`config.mk`:
```
export PLATFORM = sky130hd
export DESIGN_NAME = fwd_store_buffer
export DESIGN_NICKNAME = d
export VERILOG_FILES = /design/src/rtl/fwd_store_buffer.sv
export SDC_FILE = /design/constraint.sdc
export NUM_CORES = 1
export LEC_CHECK = 0
export BUFFER_PORTS_ARGS = -buffer_cell sky130_fd_sc_hd__clkbuf_2
export CELL_PAD_IN_SITES_DETAIL_PLACEMENT = 1
export CELL_PAD_IN_SITES_GLOBAL_PLACEMENT = 2
export CORE_ASPECT_RATIO = 0.5
export CORE_MARGIN = 2
export CORE_UTILIZATION = 42
export DETAILED_ROUTE_END_ITERATION = 10
export MAX_ROUTING_LAYER = met4
export PLACE_DENSITY_LB_ADDON = 0.1
export SLEW_MARGIN = 20
export SYNTH_ARGS = -nofsm -noshare
export SYNTH_HDL_FRONTEND = slang
export SYNTH_SLANG_ARGS = --single-unit
```
`constraint.sdc`:
```
create_clock -name clk -period 8.9 [get_ports clk]
set_input_delay 0.445 -clock clk [delete_from_list [all_inputs] [get_ports clk]]
set_output_delay 0.445 -clock clk [all_outputs]
set_load 0.03 [all_outputs]
```
`src/rtl/fwd_store_buffer.sv`:
```
// fwd_store_buffer: FIFO store buffer for the data-memory stage.
// Stores queue in order and drain to the D-cache over valid/ready; loads
// see same-cycle forwarding from the youngest matching entry, and a
// partial overlap raises a conflict so the load stalls until it drains.
module fwd_store_buffer #(
  parameter int DEPTH  = 4,
  parameter int ADDR_W = 32
) (
  input  logic              clk,
  input  logic              reset,
  input  logic              in_store_valid,
  input  logic [ADDR_W-1:0] in_addr,
  input  logic [31:0]       in_data,
  input  logic [2:0]        in_funct3,
  input  logic              in_load_valid,
  input  logic [ADDR_W-1:0] in_load_addr,
  input  logic [2:0]        in_load_funct3,
  input  logic              in_drain_ready,
  output logic              out_drain_valid,
  output logic [ADDR_W-1:0] out_drain_addr,
  output logic [31:0]       out_drain_data,
  output logic [3:0]        out_drain_mask,
  output logic              out_fwd_hit,
  output logic [31:0]       out_fwd_data,
  output logic              out_fwd_conflict,
  output logic              out_stall,
  output logic              out_misaligned,
  output logic              out_full,
  output logic              out_empty
);

  localparam int PTR_W = $clog2(DEPTH);
  localparam int WA_W  = ADDR_W - 2;
  localparam logic [PTR_W:0] CNT_FULL = (PTR_W+1)'(DEPTH);

  // Memory access size / signedness codes (funct3)
  typedef enum logic [2:0] {
    MEM_B  = 3'b000,
    MEM_H  = 3'b001,
    MEM_W  = 3'b010,
    MEM_BU = 3'b100,
    MEM_HU = 3'b101
  } mem_op_e;

  // Entry storage; contents are only meaningful for slots inside [rd_ptr, rd_ptr+count)
  logic [WA_W-1:0]  ent_waddr [DEPTH];
  logic [3:0]       ent_mask  [DEPTH];
  logic [31:0]      ent_data  [DEPTH];

  logic [PTR_W-1:0] wr_ptr;
  logic [PTR_W-1:0] rd_ptr;
  logic [PTR_W:0]   count;

  // Store decode
  logic             st_legal;
  logic             st_mis;
  logic [3:0]       st_mask;
  logic [31:0]      st_lanes;

  // Load decode
  logic             ld_legal;
  logic             ld_mis;
  logic [3:0]       ld_mask;

  // Forwarding search results
  logic             any_match;
  logic [3:0]       y_mask;
  logic [31:0]      y_data;
  logic [PTR_W-1:0] idx;
  logic             lookup;
  logic             covered;
  logic [31:0]      ld_sel;
  logic [31:0]      ld_ext;

  logic             enq;
  logic             deq;

  // Status flags derive from the registered count only
  always_comb begin
    out_full        = (count == CNT_FULL);
    out_empty       = (count == '0);
    out_drain_valid = ~out_empty;
    out_stall       = in_store_valid & out_full;
  end

  // Store decode: legality, alignment, byte mask and lane-aligned data
  always_comb begin
    st_legal = 1'b1;
    st_mis   = 1'b0;
    st_mask  = '0;
    st_lanes = '0;
    case (in_funct3)
      MEM_B: begin
        st_mask  = 4'b0001 << in_addr[1:0];
        st_lanes = {24'b0, in_data[7:0]} << {in_addr[1:0], 3'b000};
      end
      MEM_H: begin
        st_mis   = in_addr[0];
        st_mask  = 4'b0011 << {in_addr[1], 1'b0};
        st_lanes = {16'b0, in_data[15:0]} << {in_addr[1], 4'b0000};
      end
      MEM_W: begin
        st_mis   = |in_addr[1:0];
        st_mask  = 4'b1111;
        st_lanes = in_data;
      end
      default: st_legal = 1'b0;
    endcase
  end

  // Load decode: legality, alignment and the byte lanes the load needs
  always_comb begin
    ld_legal = 1'b1;
    ld_mis   = 1'b0;
    ld_mask  = '0;
    case (in_load_funct3)
      MEM_B, MEM_BU: begin
        ld_mask = 4'b0001 << in_load_addr[1:0];
      end
      MEM_H, MEM_HU: begin
        ld_mis  = in_load_addr[0];
        ld_mask = 4'b0011 << {in_load_addr[1], 1'b0};
      end
      MEM_W: begin
        ld_mis  = |in_load_addr[1:0];
        ld_mask = 4'b1111;
      end
      default: ld_legal = 1'b0;
    endcase
  end

  // Handshake qualification and misalignment pulse
  always_comb begin
    enq            = in_store_valid & ~out_full & st_legal & ~st_mis;
    deq            = out_drain_valid & in_drain_ready;
    out_misaligned = (in_store_valid & st_legal & st_mis) |
                     (in_load_valid  & ld_legal & ld_mis);
  end

  // Head entry presented to the cache; zeroed while the buffer is empty
  always_comb begin
    out_drain_addr = '0;
    out_drain_data = '0;
    out_drain_mask = '0;
    if (out_drain_valid) begin
      out_drain_addr = {ent_waddr[rd_ptr], 2'b00};
      out_drain_data = ent_data[rd_ptr];
      out_drain_mask = ent_mask[rd_ptr];
    end
  end

  // Walk live entries oldest to youngest; the last word match wins, which
  // yields the youngest match without a priority encoder on the reversed order
  always_comb begin
    any_match = 1'b0;
    y_mask    = '0;
    y_data    = '0;
    idx       = '0;
    for (int unsigned i = 0; i < DEPTH; i++) begin
      idx = rd_ptr + PTR_W'(i);
      if (((PTR_W+1)'(i) < count) &&
          (ent_waddr[idx] == in_load_addr[ADDR_W-1:2])) begin
        any_match = 1'b1;
        y_mask    = ent_mask[idx];
        y_data    = ent_data[idx];
      end
    end
  end

  // Hit/conflict classification and lane extraction with extension
  always_comb begin
    lookup  = in_load_valid & ld_legal & ~ld_mis;
    covered = ((y_mask & ld_mask) == ld_mask);
    ld_sel  = y_data >> {in_load_addr[1:0], 3'b000};
    case (in_load_funct3)
      MEM_B:   ld_ext = {{24{ld_sel[7]}}, ld_sel[7:0]};
      MEM_H:   ld_ext = {{16{ld_sel[15]}}, ld_sel[15:0]};
      MEM_W:   ld_ext = ld_sel;
      MEM_BU:  ld_ext = {24'b0, ld_sel[7:0]};
      MEM_HU:  ld_ext = {16'b0, ld_sel[15:0]};
      default: ld_ext = '0;
    endcase
    out_fwd_hit      = lookup & any_match & covered;
    out_fwd_conflict = lookup & any_match & ~covered;
    out_fwd_data     = out_fwd_hit ? ld_ext : '0;
  end

  // Pointer and occupancy tracking; reset empties the buffer immediately
  always_ff @(posedge clk or posedge reset) begin
    if (reset) begin
      wr_ptr <= '0;
      rd_ptr <= '0;
      count  <= '0;
    end else begin
      if (enq) wr_ptr <= wr_ptr + PTR_W'(1);
      if (deq) rd_ptr <= rd_ptr + PTR_W'(1);
      case ({enq, deq})
        2'b10:   count <= count + (PTR_W+1)'(1);
        2'b01:   count <= count - (PTR_W+1)'(1);
        default: count <= count;
      endcase
    end
  end

  // Entry write on enqueue; payload needs no reset since count gates visibility
  always_ff @(posedge clk) begin
    if (enq) begin
      ent_waddr[wr_ptr] <= in_addr[ADDR_W-1:2];
      ent_mask[wr_ptr]  <= st_mask;
      ent_data[wr_ptr]  <= st_lanes;
    end
  end

endmodule

```
Yosys cells after proc, flatten, opt, wreduce, memory -nomap -nowiden
Memory sizes are Yosys's and may differ from the RTL's.
Index checks and enable logic that the tools add are counted.
{"block": "classes", "n_addsub": 6, "magnitude_cmp": 4, "eq_ne": 14, "shifts": 7, "n_mux": 27, "bitwise": 20, "reduce_logical": 14}
{"cell": "$mux 32", "count": 7}
{"cell": "$pmux 32 s5", "count": 1}
{"cell": "$eq 30x30->1", "count": 4}
{"cell": "$pmux 32 s3", "count": 1}
{"cell": "$shl 16x5->32", "count": 1}
{"cell": "$shl 8x5->32", "count": 1}
{"cell": "$shr 32x5->32", "count": 1}
{"cell": "$pmux 4 s3", "count": 2}
{"cell": "$mux 4", "count": 5}
{"cell": "$and 1x1->1", "count": 13}
{"cell": "$eq 3x3->1 const B", "count": 3}
{"cell": "$logic_not 3->1", "count": 3}
{"cell": "$mux 1", "count": 8}
{"cell": "$reduce_or 2->1", "count": 4}
{"cell": "$shl 1x2->4 const A", "count": 2}
{"cell": "$shl 2x2->4 const A", "count": 2}
{"cell": "$eq 3x1->1 const B", "count": 2}
{"cell": "$eq 3x2->1 const B", "count": 2}
{"cell": "$lt 1x3->1 const A", "count": 2}
{"cell": "$lt 2x3->1 const A", "count": 2}
{"cell": "$pmux 3 s2", "count": 1}
{"cell": "$not 1->1", "count": 5}
{"cell": "$reduce_or 5->1", "count": 1}
{"cell": "$add 2x1->2 const B", "count": 2}
{"cell": "12 further kinds", "count": 17}
{"block": "totals", "reg_bits": 7, "ram_bits": 264, "in_bits": 107, "word_cells": 98, "n_memories": 3}
{"memory": "ent_data", "depth": 4, "word_bits": 32, "rd": 4, "rd_ports_with_merged_regs": 0, "wr": 1, "line_no": "48", "text": "logic [31:0] ent_data [DEPTH];"}
{"memory": "ent_waddr", "depth": 4, "word_bits": 30, "rd": 4, "rd_ports_with_merged_regs": 0, "wr": 1, "line_no": "46", "text": "logic [WA_W-1:0] ent_waddr [DEPTH];"}
{"memory": "ent_mask", "depth": 4, "word_bits": 4, "rd": 4, "rd_ports_with_merged_regs": 0, "wr": 1, "line_no": "47", "text": "logic [3:0] ent_mask [DEPTH];"}

Depth between registers and ports, before layout
An unclocked memory read counts as a cell.
{"block": "logic_depth", "word_depth": 11, "ltp_mapped": 21, "depth_no_buf": 15}

Least setup slack after synthesis
No wires, ideal clock.
{"block": "synth_path", "path_kind": "reg-to-output", "startpoint": "register rd_ptr[1]", "endpoint": "output out_fwd_data[10]", "t_arrival_ns": 4.406, "t_required_ns": 8.455, "slack_ns": 4.049, "path_stages_with_launch": 18, "n_path_buf": 4, "cell_sequence": "dfrtp_1 buf_2 buf_6 buf_4 buf_6 mux2_2 xnor2_1 nand2_1 or4_1 a211oi_2 o211ai_2 o221ai_1 a21oi_1 nor3_2 nand2_2 inv_1 nand2_1 o21ai_0"}
{"block": "synth_between", "elab_chain_len": 11, "elab_cells_between_ends": 33}
{"item": "start: declaration", "line_no": "51", "text": "logic [PTR_W-1:0] rd_ptr;"}
{"item": "start signal: assignment", "line_no": "196", "text": "if (deq) rd_ptr <= rd_ptr + PTR_W'(1);"}
{"item": "$add 2x1->2 / $mem_v2 4x30 (equally long branches)"}
{"item": "$mem_v2 4x30 / $eq 30x30->1 (equally long branches)"}
{"item": "$eq 30x30->1 / $logic_and 1x1->1 (equally long branches)", "line_no": "162, 161"}
{"item": "$logic_and 1x1->1 / $mux 4 (equally long branches)", "line_no": "161", "text": "if (((PTR_W+1)'(i) < count) &&"}
{"item": "$mux 4 (3 in series)", "line_no": "161"}
{"item": "$and 4x4->4", "line_no": "173", "text": "covered = ((y_mask & ld_mask) == ld_mask);"}
{"item": "$eq 4x4->1", "line_no": "173"}
{"item": "$and 1x1->1 *", "line_no": "183", "text": "out_fwd_hit = lookup & any_match & covered;"}
{"item": "named net out_fwd_hit", "line_no": "23", "text": "output logic out_fwd_hit,"}
{"item": "$mux 32 *", "line_no": "185", "text": "out_fwd_data = out_fwd_hit ? ld_ext : '0;"}
{"item": "end: declaration", "line_no": "24", "text": "output logic [31:0] out_fwd_data,"}
Mark *: on every way through the listed nets, which the timed path passes. The rest lies on a longest branch.

Final worst setup path
{"block": "layout_path", "startpoint": "register rd_ptr[0]", "endpoint": "output out_fwd_data[26]"}
{"block": "layout_between", "elab_chain_len": 11, "elab_cells_between_ends": 33}
{"item": "parallel branches: the longest is 10 deep, another holds $mem_v2 4x30"}
{"item": "$mux 32 *", "line_no": "185"}
Mark *: on every way between the ends.

==> run_results.csv <==
group,metric,value,unit
outcome,status,"complete, no violations",
timing,drv_slew,0,
die,die_area,50400,um^2
timing,finalSetupTns,0,ns
pwr,powerDensity,302,nW/um^2
flow_run,cap_violations,0,
global_routing,grt_pass1_wl,114000,um
timing,period_share,86.5,%
setup_path,cp_max_fo,61,
hold_path,hp-class,"primary input to flop",
die,dieWidth,315,um
pwr,power.leakage,0.00833,uW
clocking,clkLatencyLatePin,0.60,ns
finish,area_growth,10.9,%
drt,drc,0,
finish,final_cell_mix,"edfxtp_1, clkbuf_2, mux2i_1, nand2_1, nor2_1",
clocking,cts_tree,"done",
timing,grt_setup_unrepaired,"no",
logic_synthesis,yosysTopAreaCell,"edfxtp_1",
clocking,postCtsSetupBuffers,0,
logic_synthesis,syn-instance-count,1965,
finish,fin_nets,2188,
logic_synthesis,postSynth.asyncResetShare,2.58,%
clocking,cts_resized,0,
logic_synthesis,yosysSeqAreaShare,39.8,%
timing,slew_headroom,18.9,%
timing,min_period,7.69,ns
drt,routed_wl,76900,um
placement,dp.cells,2679,
setup_path,critPathLaunchType,"flop",
finish,final_common_cell,"edfxtp_1",
placement,gp_congestion,0.974,
logic_synthesis,ys_types,94,
clocking,htreeDepth,1,
clocking,postCtsHoldBufs,1,
setup_path,setup.worst_path.class,"flop to primary output",
timing,max_freq,130,MHz
drt,ant_nets,0,
global_routing,antenna_found_initial,0,
setup_path,crit_chain,"buf_4 -> mux4_2 -> xnor2_1 -> nand4_1 -> nor4_1 -> and4_1 -> nand2_2 -> a211oi_1 -> o2111ai_1 -> a21oi_2 -> o211ai_4 -> a2111oi_4 -> a31o_2 -> clkbuf_2",
drt,num_vias,17300,
die,start_util,43.0,%
drt,vias_per_cell,6.35,
clocking,cts_buffer_depth,3,
drt,drt_iter0_markers,1481,
finish,fillerInstances,5251,
placement,port-buffer-count,211,
logic_synthesis,synth_edf_count,264,
die,rows,56,
timing,worst_clock_skew,0.0165,ns
timing,hold_viol_final,0,
placement,dp_hpwl,55700,um
logic_synthesis,synth_flop_cell,"edfxtp_1",
logic_synthesis,synth.avg_cell_area,10.4,um^2
die,core-area,47400,um^2
global_routing,grt_max_degree,117,
setup_path,crit_path_end_kind,"primary output",
global_routing,track_usage,30.7,%
clocking,cts_root_buf,"clkbuf_16",
timing,worst_pin_slew,1.22,ns
clocking,cts.sinks,271,
setup_path,cpPeakStageDelay,1.04,ns
drt,dr.pass1.iters,8,
logic_synthesis,syn_area,20400,um^2
logic_synthesis,ys_seq_elements,271,
logic_synthesis,synth_top_area_share,38.9,%
setup_path,arrival,7.25,ns
setup_path,slowest_stage,"dfrtp_4",
setup_path,crit_required,8.46,ns
placement,postPlaceCellArea,21700,um^2
global_routing,overflow,0,
finish,n_antenna_cell,0,
die,ios,214,
pwr,vdd_ir_drop_max,170,uV
clocking,cts_made_buffers,28,
logic_synthesis,ys_top_cells_by_area,"edfxtp_1, mux2i_1, mux4_2, xnor2_1, mux2_2",
die,die_h,160,um
global_routing,grt_pass1_vias,17300,
drt,wl_per_cell,28.2,um
clocking,clk_pin_slew,0.07,ns
finish,finalInstanceArea,22600,um^2
logic_synthesis,yosysWarnings,0,
finish,stdcell_count,2731,
timing,setup_violations,0,
finish,drive_above_1_share,21.6,%
==> critical path: cells and delay by family (launching register included) <==
kind            cells  cell delay [ns]
compound gates      6             2.06
xor+xnor            1             0.21
buf+inv             2             0.72
flops               1             1.04
mux                 1             0.57
simple gates        4             2.02
==> kinds of logic (layout without fill, tap and decap cells) <==
kind of cell             count (synthesis)  in the layout  share of synthesized area (%)
multiplexers                           315            315                           19.4
buffers and inverters                  201            328                           4.60
other                                    1              2                         0.0184
flip-flops                             271            271                           39.8
XOR/XNOR                               111            111                           4.77
adder cells (fa/ha/maj)                  9              9                          0.553
AO/OA/AOI/OAI                          489            489                           17.0
AND/OR/NAND/NOR                        568            568                           13.9
==> metrics by stage <==
step,power [uW],setup WS (ns),hold slack (ns),utilization [%]
2_1_floorplan,4570,4.05,0.248,-
3_3_place_gp,5590,2.00,0.380,45.8
3_5_place_dp,5620,1.83,0.384,45.8
4_1_cts,6830,1.19,0.0421,47.7
5_1_grt,7150,0.673,0.0604,47.7
6_report,6820,1.21,0.0722,47.7
==> path summary, 6_finish.rpt <==
check,from,end,slack [ns],depth (start not counted)
worst max-delay path,rd_ptr[0],out_fwd_data[26],1.21,14
worst min-delay path,in_addr[20],ent_waddr[1][18],0.07,1
worst max register to register,count[1],ent_data[0][0],5.45,6
worst min register to register,count[0],count[0],0.61,1
max in group asynchronous,reset,rd_ptr[0],8.31,3
min in group asynchronous,reset,wr_ptr[1],0.33,3
==> layout make-up <==
class	instances	area (um^2)	area share (%)
clock buffers	30	729	3.23
clock inverters	21	154	0.681
inverters	36	140	0.620
multi-input cells	1494	11300	50.2
flip-flops and latches	271	8110	35.9
well taps	638	798	3.53
repair buffers	241	1310	5.79
==> flip-flops by register name (all words and copies together) (netlist names) <==
| signal | cells |
|---|---|
| ent_mask | 16 |
| count | 3 |
| ent_data | 128 |
| ent_waddr | 120 |
| rd_ptr | 2 |
| wr_ptr | 2 |
==> power by group <==
group | switching, uW | internal [uW] | total [uW]
Sequential | 164 | 1500 | 1660
Clock | 546 | 647 | 1190
Combinational | 2540 | 1430 | 3970
==> synthesized netlist by cell type (7+ instances only) <==
| master | number |
|---|---|
| o22ai_1 | 20 |
| o21a_1 | 13 |
| inv_1 | 35 |
| buf_1 | 16 |
| nand2_1 | 175 |
| a2111oi_0 | 8 |
| o21ai_0 | 94 |
| o221ai_1 | 23 |
| a31oi_1 | 10 |
| nand2b_1 | 17 |
| o31ai_1 | 15 |
| mux4_2 | 51 |
| clkbuf_1 | 87 |
| ha_1 | 9 |
| xnor2_1 | 95 |
| and3_1 | 27 |
| xor2_1 | 16 |
| or2_2 | 15 |
| a22oi_1 | 10 |
| nor2b_1 | 14 |
| a222oi_1 | 14 |
| nand3_1 | 20 |
| nand4b_1 | 7 |
| nor2_1 | 133 |
| buf_6 | 10 |
| mux2_2 | 63 |
| mux2i_1 | 195 |
| o211ai_1 | 14 |
| a21o_1 | 14 |
| a22o_1 | 18 |
| nand4_1 | 17 |
| buf_4 | 17 |
| a221oi_1 | 9 |
| a211oi_1 | 44 |
| nor4_1 | 23 |
| a31o_2 | 9 |
| buf_2 | 35 |
| or3_1 | 13 |
| and2_1 | 37 |
| nor3_1 | 41 |
| a21oi_1 | 95 |
| edfxtp_1 | 264 |
| dfrtp_1 | 7 |
| o2111ai_1 | 12 |
==> layer usage <==
metal	GRT usage (%)	vias up	share of wire, %
li1	-	7787	-
met1	40.7	8911	44
met2	49.7	531	47
met3	3.91	107	5.4
met4	8.34	0	3.2
met5	-	-	0
Power figures use the tool's default switching activity.
